`src/rtl/secure_frv_masked_barith_sched.sv`:
```
// rtl/secure_frv_masked_barith_sched.sv - two-requester scheduler for a masked adder with fresh-randomness fetch and watchdog
// Optional SECURE_BARITH_SCHED_CLEAR_EN adds a CLR state that wipes operands/randomness after every response.
module secure_frv_masked_barith_sched #(
    parameter int WDOG_CYCLES = 31,
    parameter int W           = 32
) (
    input  logic             g_clk,
    input  logic             g_reset,
    input  logic             flush,

    input  logic             req0_valid,
    input  logic             req0_sub,
    input  logic [4*W-1:0]   req0_opnd,
    output logic             req0_ready,
    input  logic             req1_valid,
    input  logic             req1_sub,
    input  logic [4*W-1:0]   req1_opnd,
    output logic             req1_ready,

    output logic             resp0_valid,
    output logic             resp1_valid,
    output logic             resp_err,
    output logic [2*W-1:0]   resp_res,

    output logic             rng_req,
    input  logic             rng_ack,
    input  logic [2*W-1:0]   rng_data,

    output logic             u_ena,
    output logic             u_flush,
    output logic             u_sub,
    output logic [2*W-1:0]   u_gs,
    output logic [4*W-1:0]   u_opnd,
    input  logic [2*W-1:0]   u_res,
    input  logic             u_rdy,

    output logic             busy
);

    localparam logic [7:0] WDOG_LAST = 8'(WDOG_CYCLES - 1);

    typedef enum logic [2:0] {
        S_IDLE = 3'd0,
        S_RNG  = 3'd1,
        S_RUN  = 3'd2,
        S_RESP = 3'd3
`ifdef SECURE_BARITH_SCHED_CLEAR_EN
        ,
        S_CLR  = 3'd4
`endif
    } state_t;

    state_t           state;
    logic             ptr;
    logic             cur_id;
    logic             sub_q;
    logic [4*W-1:0]   opnd_q;
    logic [2*W-1:0]   gs_q;
    logic [2*W-1:0]   res_q;
    logic             err_q;
    logic             resp0_q;
    logic             resp1_q;
    logic             rng_req_q;
    logic             u_ena_q;
    logic             u_flush_q;
    logic [7:0]       wdog;

    logic             gnt_any;
    logic             gnt_id;
    logic             accept;

    // Round-robin: the pointer's requester wins if valid, otherwise the other one.
    always_comb begin
        gnt_any = req0_valid | req1_valid;
        gnt_id  = ptr;
        if (ptr ? !req1_valid : !req0_valid) begin
            gnt_id = ~ptr;
        end
    end

    assign accept     = (state == S_IDLE) && !flush && !g_reset && gnt_any;
    assign req0_ready = accept && !gnt_id;
    assign req1_ready = accept &&  gnt_id;

    always_ff @(posedge g_clk or posedge g_reset) begin
        if (g_reset) begin
            state     <= S_IDLE;
            ptr       <= 1'b0;
            cur_id    <= 1'b0;
            sub_q     <= 1'b0;
            opnd_q    <= '0;
            gs_q      <= '0;
            res_q     <= '0;
            err_q     <= 1'b0;
            resp0_q   <= 1'b0;
            resp1_q   <= 1'b0;
            rng_req_q <= 1'b0;
            u_ena_q   <= 1'b0;
            u_flush_q <= 1'b0;
            wdog      <= 8'd0;
        end else begin
            u_flush_q <= 1'b0;
            resp0_q   <= 1'b0;
            resp1_q   <= 1'b0;
            res_q     <= '0;
            err_q     <= 1'b0;
            if (flush) begin
                // Abort wins over everything, including a same-cycle u_rdy.
                state     <= S_IDLE;
                u_flush_q <= 1'b1;
                rng_req_q <= 1'b0;
                u_ena_q   <= 1'b0;
                sub_q     <= 1'b0;
                opnd_q    <= '0;
                gs_q      <= '0;
                wdog      <= 8'd0;
            end else begin
                case (state)
                    S_IDLE: begin
                        if (gnt_any) begin
                            cur_id    <= gnt_id;
                            sub_q     <= gnt_id ? req1_sub  : req0_sub;
                            opnd_q    <= gnt_id ? req1_opnd : req0_opnd;
                            rng_req_q <= 1'b1;
                            state     <= S_RNG;
                        end
                    end
                    S_RNG: begin
                        if (rng_ack) begin
                            gs_q      <= rng_data;
                            rng_req_q <= 1'b0;
                            u_ena_q   <= 1'b1;
                            wdog      <= 8'd0;
                            state     <= S_RUN;
                        end
                    end
                    S_RUN: begin
                        if (u_rdy) begin
                            u_ena_q <= 1'b0;
                            res_q   <= u_res;
                            resp0_q <= !cur_id;
                            resp1_q <=  cur_id;
                            state   <= S_RESP;
                        end else if (wdog == WDOG_LAST) begin
                            u_ena_q   <= 1'b0;
                            u_flush_q <= 1'b1;
                            err_q     <= 1'b1;
                            resp0_q   <= !cur_id;
                            resp1_q   <=  cur_id;
                            state     <= S_RESP;
                        end else begin
                            wdog <= wdog + 8'd1;
                        end
                    end
                    S_RESP: begin
                        ptr  <= ~cur_id;
                        wdog <= 8'd0;
`ifdef SECURE_BARITH_SCHED_CLEAR_EN
                        sub_q  <= 1'b0;
                        opnd_q <= '0;
                        gs_q   <= '0;
                        state  <= S_CLR;
`else
                        state  <= S_IDLE;
`endif
                    end
`ifdef SECURE_BARITH_SCHED_CLEAR_EN
                    S_CLR: begin
                        state <= S_IDLE;
                    end
`endif
                    default: begin
                        state <= S_IDLE;
                    end
                endcase
            end
        end
    end

    assign resp0_valid = resp0_q;
    assign resp1_valid = resp1_q;
    assign resp_err    = err_q;
    assign resp_res    = res_q;
    assign rng_req     = rng_req_q;
    assign u_ena       = u_ena_q;
    assign u_flush     = u_flush_q;
    assign u_sub       = sub_q;
    assign u_gs        = gs_q;
    assign u_opnd      = opnd_q;
    assign busy        = (state != S_IDLE);

endmodule

```
`config.mk`:
```
export PLATFORM = sky130hd
export DESIGN_NAME = secure_frv_masked_barith_sched
export DESIGN_NICKNAME = d
export VERILOG_FILES = /design/src/rtl/secure_frv_masked_barith_sched.sv
export SDC_FILE = /design/constraint.sdc
export NUM_CORES = 1
export LEC_CHECK = 0
export ABC_AREA = 1
export CAP_MARGIN = 20
export CORE_AREA = 2 2 257 259
export CTS_CLUSTER_DIAMETER = 50
export DETAILED_ROUTE_END_ITERATION = 10
export DIE_AREA = 0 0 259 261
export PLACE_DENSITY_LB_ADDON = 0.3
export SLEW_MARGIN = 20
export SYNTH_ARGS = -nofsm -noshare
export SYNTH_HDL_FRONTEND = slang
export SYNTH_SLANG_ARGS = --single-unit
```
`constraint.sdc`:
```
create_clock -name g_clk -period 13.1 [get_ports g_clk]
set_input_delay 2.62 -clock g_clk [delete_from_list [all_inputs] [get_ports g_clk]]
set_output_delay 2.62 -clock g_clk [all_outputs]
set_load 0.03 [all_outputs]
```
## Yosys cells after proc, flatten, opt, wreduce, memory -nomap -nowiden

Cells that the tools add are included.

| storage, ports and cells | value |
|---|---|
| register bits after elaboration | 276 |
| bits of input ports | 393 |
| output and inout bits | 266 |
| logic and storage cells | 105 |

| operators by class | value |
|---|---|
| add/subtract/negate cells | 1 |
| eq/ne operators | 9 |
| muxes and demuxes | 49 |
| bitwise gates (word level) | 4 |
| reduce and logical (&&, ||, !) cells | 28 |

Operators with widths:

| kind | number |
|---|---|
| $mux 128 | 4 |
| $mux 64 | 6 |
| $mux 8 | 4 |
| $mux 1 | 26 |
| $pmux 8 s3 | 1 |
| $mux 3 | 5 |
| $ne 3x3->1 const B | 4 |
| $reduce_and 3->1 | 4 |
| $pmux 3 s3 | 1 |
| $reduce_bool 3->1 | 3 |
| $add 8x1->8 const B | 1 |
| $eq 8x5->1 const B | 1 |
| $reduce_bool 2->1 | 4 |
| $eq 3x2->1 const B | 2 |
| $logic_not 1->1 | 6 |
| $reduce_and 2->1 | 3 |
| $logic_and 1x1->1 | 5 |
| $ne 4x4->1 const B | 1 |
| $pmux 1 s2 | 2 |
| $reduce_and 4->1 | 1 |
| $reduce_bool 4->1 | 1 |
| $eq 3x1->1 const B | 1 |
| $logic_not 3->1 | 1 |
| $not 1->1 | 3 |
| $or 1x1->1 | 1 |

## Depth between registers and ports, before layout

| logic depth | value |
|---|---|
| word-level depth | 7 |
| mapped depth | 9 |
| mapped depth without buffers | 9 |

## Least setup slack after synthesis

No wires, ideal clock.

| timing path | value |
|---|---|
| path type | input port to output port |
| start | input port req1_valid |
| end | output port req0_ready |
| arrival time | 3729 ps |
| data required time | 10480 ps |
| slack | 6751 ps |
| stages | 4 |
| path buffers | 1 |
| path through | nand2_1 > o21ai_4 > clkbuf_1 > nor3_1 |

| on the way | value |
|---|---|
| cells in the longest elaborated chain, start to end | 5 |
| elaborated cells between the ends (all ways) | 7 |
| classes of those cells | 2 x mux; 1 x bitwise; 4 x reduce/logical |

RTL lines:

| element | RTL line | RTL |
|---|---|---|
| start: declaration | 15 | `input logic req1_valid,` |
| $logic_not 1->1 | 76 | `if (ptr ? !req1_valid : !req0_valid) begin` |
| $mux 1 (2 in series) | 76 |  |
| $logic_not 1->1 | 82 | `assign req0_ready = accept && !gnt_id;` |
| $logic_and 1x1->1 (*) | 82 |  |
| end: declaration | 14 | `output logic req0_ready,` |

Mark *: on every way between the ends. The rest lies on a longest branch, timed or not.

## Final worst setup path

| timing path | value |
|---|---|
| start | input port req1_valid |
| end | output port req1_ready |

| on the way | value |
|---|---|
| cells in the longest elaborated chain, start to end | 4 |
| elaborated cells between the ends (all ways) | 6 |
| classes of those cells | 2 x mux; 1 x bitwise; 3 x reduce/logical |

RTL lines:

| element | RTL line | RTL |
|---|---|---|
| $logic_not 1->1 | 76 |  |
| $mux 1 (2 in series) | 76 |  |
| $logic_and 1x1->1 (*) | 83 | `assign req1_ready = accept && gnt_id;` |
| end: declaration | 18 | `output logic req1_ready,` |

Marks and branches as above.

==> metrics.yaml <==
route:
  firstDrtPassIters: 5
  via_per_inst: 4.08
  routed-via-count: 11300
  drc_errors: 0
  wl_per_cell_um: 17.3
  ant_nets: 0
  dr.first_iter.drc_count: 655
  routed_wl_um: 48000
power:
  swShare_pct: 37.8
  pwr-share-seq_pct: 31.3
  p_clk_share_pct: 31.5
  p_per_area_mw_per_mm2: 182
  p_int_uw: 2290
  p_switching_uw: 1390
  power.leakage_uw: 0.00902
  p_comb_share_pct: 37.1
  ir_worst_vdd_mv: 0.0797
worst_setup_path:
  crit_path_frequent_cell: "clkdlybuf4s50_1"
  setup.worst_path.end_class: "output pin"
  crit_chain: "clkdlybuf4s50_1 -> nand2_1 -> o21ai_4 -> buf_4 -> inv_4 -> nor2_4 -> inv_1 -> nor2_1 -> clkdlybuf4s50_1"
  worstPathRequired_ns: 10.48
  critPathLaunchType: "input pin"
  ff2ff_setup_slack_ns: 10.04
  ff2ff_path_depth: 8
  reg2reg_from: "ptr"
  cp_max_fo: 36
  cp_slowest_cell: "clkdlybuf4s50_1"
  critPathKind: "input pin to output pin"
  max_stage_delay_ns: 0.69
  arrival_ns: 5.47
  r2r-end: "u_opnd[44]"
floorplanning:
  start_util_pct: 17.4
  die_x_um: 259
  rows: 94
  fp.dieArea_mm2: 0.0676
  die_h_um: 261
  ios: 659
  core_mm2: 0.0650
sta:
  clock.fmax_ghz: 0.124
  report.final.slew_viol_count: 0
  rsz0062_at_grt: "no"
  tightest_slew_ns: 1.08
  hold_violations: 0
  fin_crit_ns: 8.09
  fin_setup_tns_ns: 0
  slew-limit-headroom_pct: 28.2
  finalSetupViolations: 0
  skew_ns: 0.0141
  period_share_pct: 61.8
cts:
  cts_hold_buf: 0
  cts_setup_buffers: 0
  postCtsResizedCells: 0
  numCtsBuffers: 44
  cts-root-buf: "clkbuf_16"
  cts_tree: "yes"
  path_clk_slew_ns: 0.05
  clk-insertion-delay-late_ns: 0.56
  htree_num_levels: 2
  clock_sink_count: 275
  clockBufferDepth: 3
global_routing:
  grt_pass1_wl_um: 70200
  busiest_layer: "met2"
  overflow: 0
  track_usage_pct: 13.4
  use_met2_pct: 22.2
  grt_pass1_vias: 11300
  antenna_found_initial: 2
  grtUsageMet1_pct: 16.7
  met3_usage_pct: 3.73
  grt_max_degree: 89
logic_synthesis:
  synth-compound-area-share_pct: 7.08
  synthAdderAreaFrac_pct: 0.663
  ys.flop_type: "dfrtp_1"
  seq_area_frac_synth_pct: 60.8
  syn-cell-area_mm2: 0.0113
  synthCells: 1238
  syn_nets: 1637
  yosys-top-cells-area: "dfrtp_1 61%, nand3_1 11%, nand2_1 9.3%"
  yosys.area_share.simple_pct: 25.1
  syn_avg_cell_area_um2: 9.15
  synth_top_family_by_area: "simple AND/OR/NAND/NOR gates"
  yosys.area.top_type_share_pct: 60.8
  synth_top_area_cell: "dfrtp_1"
  synth-xor-area-share_pct: 0.0773
  yosysWarnings: 0
  yosysUniqueCellTypes: 28
  synthMuxAreaShare_pct: 0
  synth_edf_count: 0
  ys_async_sr_fraction_pct: 100
  ys_ff_latch: 275
layout:
  final_cell_mix: "658 x clkdlybuf4s50_1, 281 x nand2_1, 275 x dfrtp_1"
  layout-drive-gt1-share_pct: 5.24
  design_area_mm2: 0.0202
  num-nets-final: 2275
  fillCellCount: 6743
  final_common_cell: "clkdlybuf4s50_1"
  syn_to_final_growth_pct: 78.5
placement:
  routabilityCongestion: 0.814
  dp_hpwl_um: 34400
  io_buffer_count: 658
  placed_area_mm2: 0.0187
worst_hold_path:
  hold_path_class: "flop to flop"
  min_path_cells: 2
  min_from: "u_ena"
  worstHoldEndpoint: "u_ena"
flow_run:
  maxCapViolations: 0
status:
  status: "finished, final reports clean"
[cell usage after synthesis, types with 2 or more instances]
cell,number
clkbuf_1,24
dfrtp_1,275
nand4_1,5
buf_2,30
nor2_1,114
o21ai_0,73
buf_4,6
nand3_1,254
nor2_4,2
inv_1,85
o21ai_1,3
a21oi_1,3
a22o_1,43
ha_1,6
inv_2,3
buf_1,18
nand2_1,282
buf_6,2
[through the flow]
stage	utilization, %	instances	setup WS, ns	hold slack [ns]	power, uW
finish	31.1	2773	5.01	0.471	3680
floorplan	-	1238	2.90	0.423	1870
detailed placement	28.8	2693	4.97	0.466	2540
global route	31.1	2772	4.81	0.494	3870
CTS	31.0	2771	4.95	0.479	3740
global placement	28.8	2693	4.93	0.444	2540
[cell families (layout without fill, tap and decap cells)]
group           after synthesis  count (layout)
buf+inv                     169             839
xor+xnor                      1               1
fa+ha+maj                     6               6
simple gates                662             662
flops                       275             275
compound gates              125             125
other cells                   0               1
[worst max path at each step]
| stage | from | end | slack, ns | cells after the start |
|---|---|---|---|---|
| 6_report | req1_valid | req1_ready | 5.01 | 9 |
| 5_1_grt | req1_valid | req1_ready | 4.81 | 9 |
| 4_1_cts | req1_valid | req1_ready | 4.95 | 9 |
| 3_5_place_dp | req1_valid | req1_ready | 4.97 | 9 |
| 3_3_place_gp | req1_valid | req1_ready | 4.93 | 9 |
| 2_1_floorplan | g_reset | cur_id | 2.90 | 1 |
[power by group through the flow]
stage,Sequential (uW),Clock [uW],Combinational (uW)
3_5_place_dp,1160,0,1380
2_1_floorplan,1500,0,371
6_report,1150,1160,1370
4_1_cts,1150,1200,1380
5_1_grt,1170,1240,1460
3_3_place_gp,1160,0,1380
[flip-flops by register name (all words and copies together), names as in the netlist]
name and cells:
u_ena 1, cur_id 1, u_flush 1, wdog 8
resp0_valid 1, ptr 1, resp_err 1, resp1_valid 1
u_sub 1, resp_res 64, rng_req 1, state 2
u_opnd 128, u_gs 64
[routing by layer]
layer  vias up  routed length (um)  share of wire, %
met2       441               23500                49
met4         2                1370               2.9
met1      5460               19500                41
met3        83                3610               7.5
li1       5325                   -                 -
met5         -                  10             0.021
[final cells by class]
type / count / area [um2] / area share [%]
diodes: 1 / 2.50 / 0.0124
clock buffers: 53 / 1170 / 5.81
clock inverters: 25 / 275 / 1.36
inverters: 89 / 349 / 1.73
multi-input cells: 794 / 3740 / 18.5
flip-flops and latches: 275 / 6880 / 34.0
well taps: 864 / 1080 / 5.35
repair buffers: 672 / 6710 / 33.2
[critical path: cells and delay by family]
family          cells  cell delay [ns]
compound gates      1             0.07
buf+inv             5             1.97
simple gates        3             0.80
Note: power is estimated with default switching activity, not from simulation.
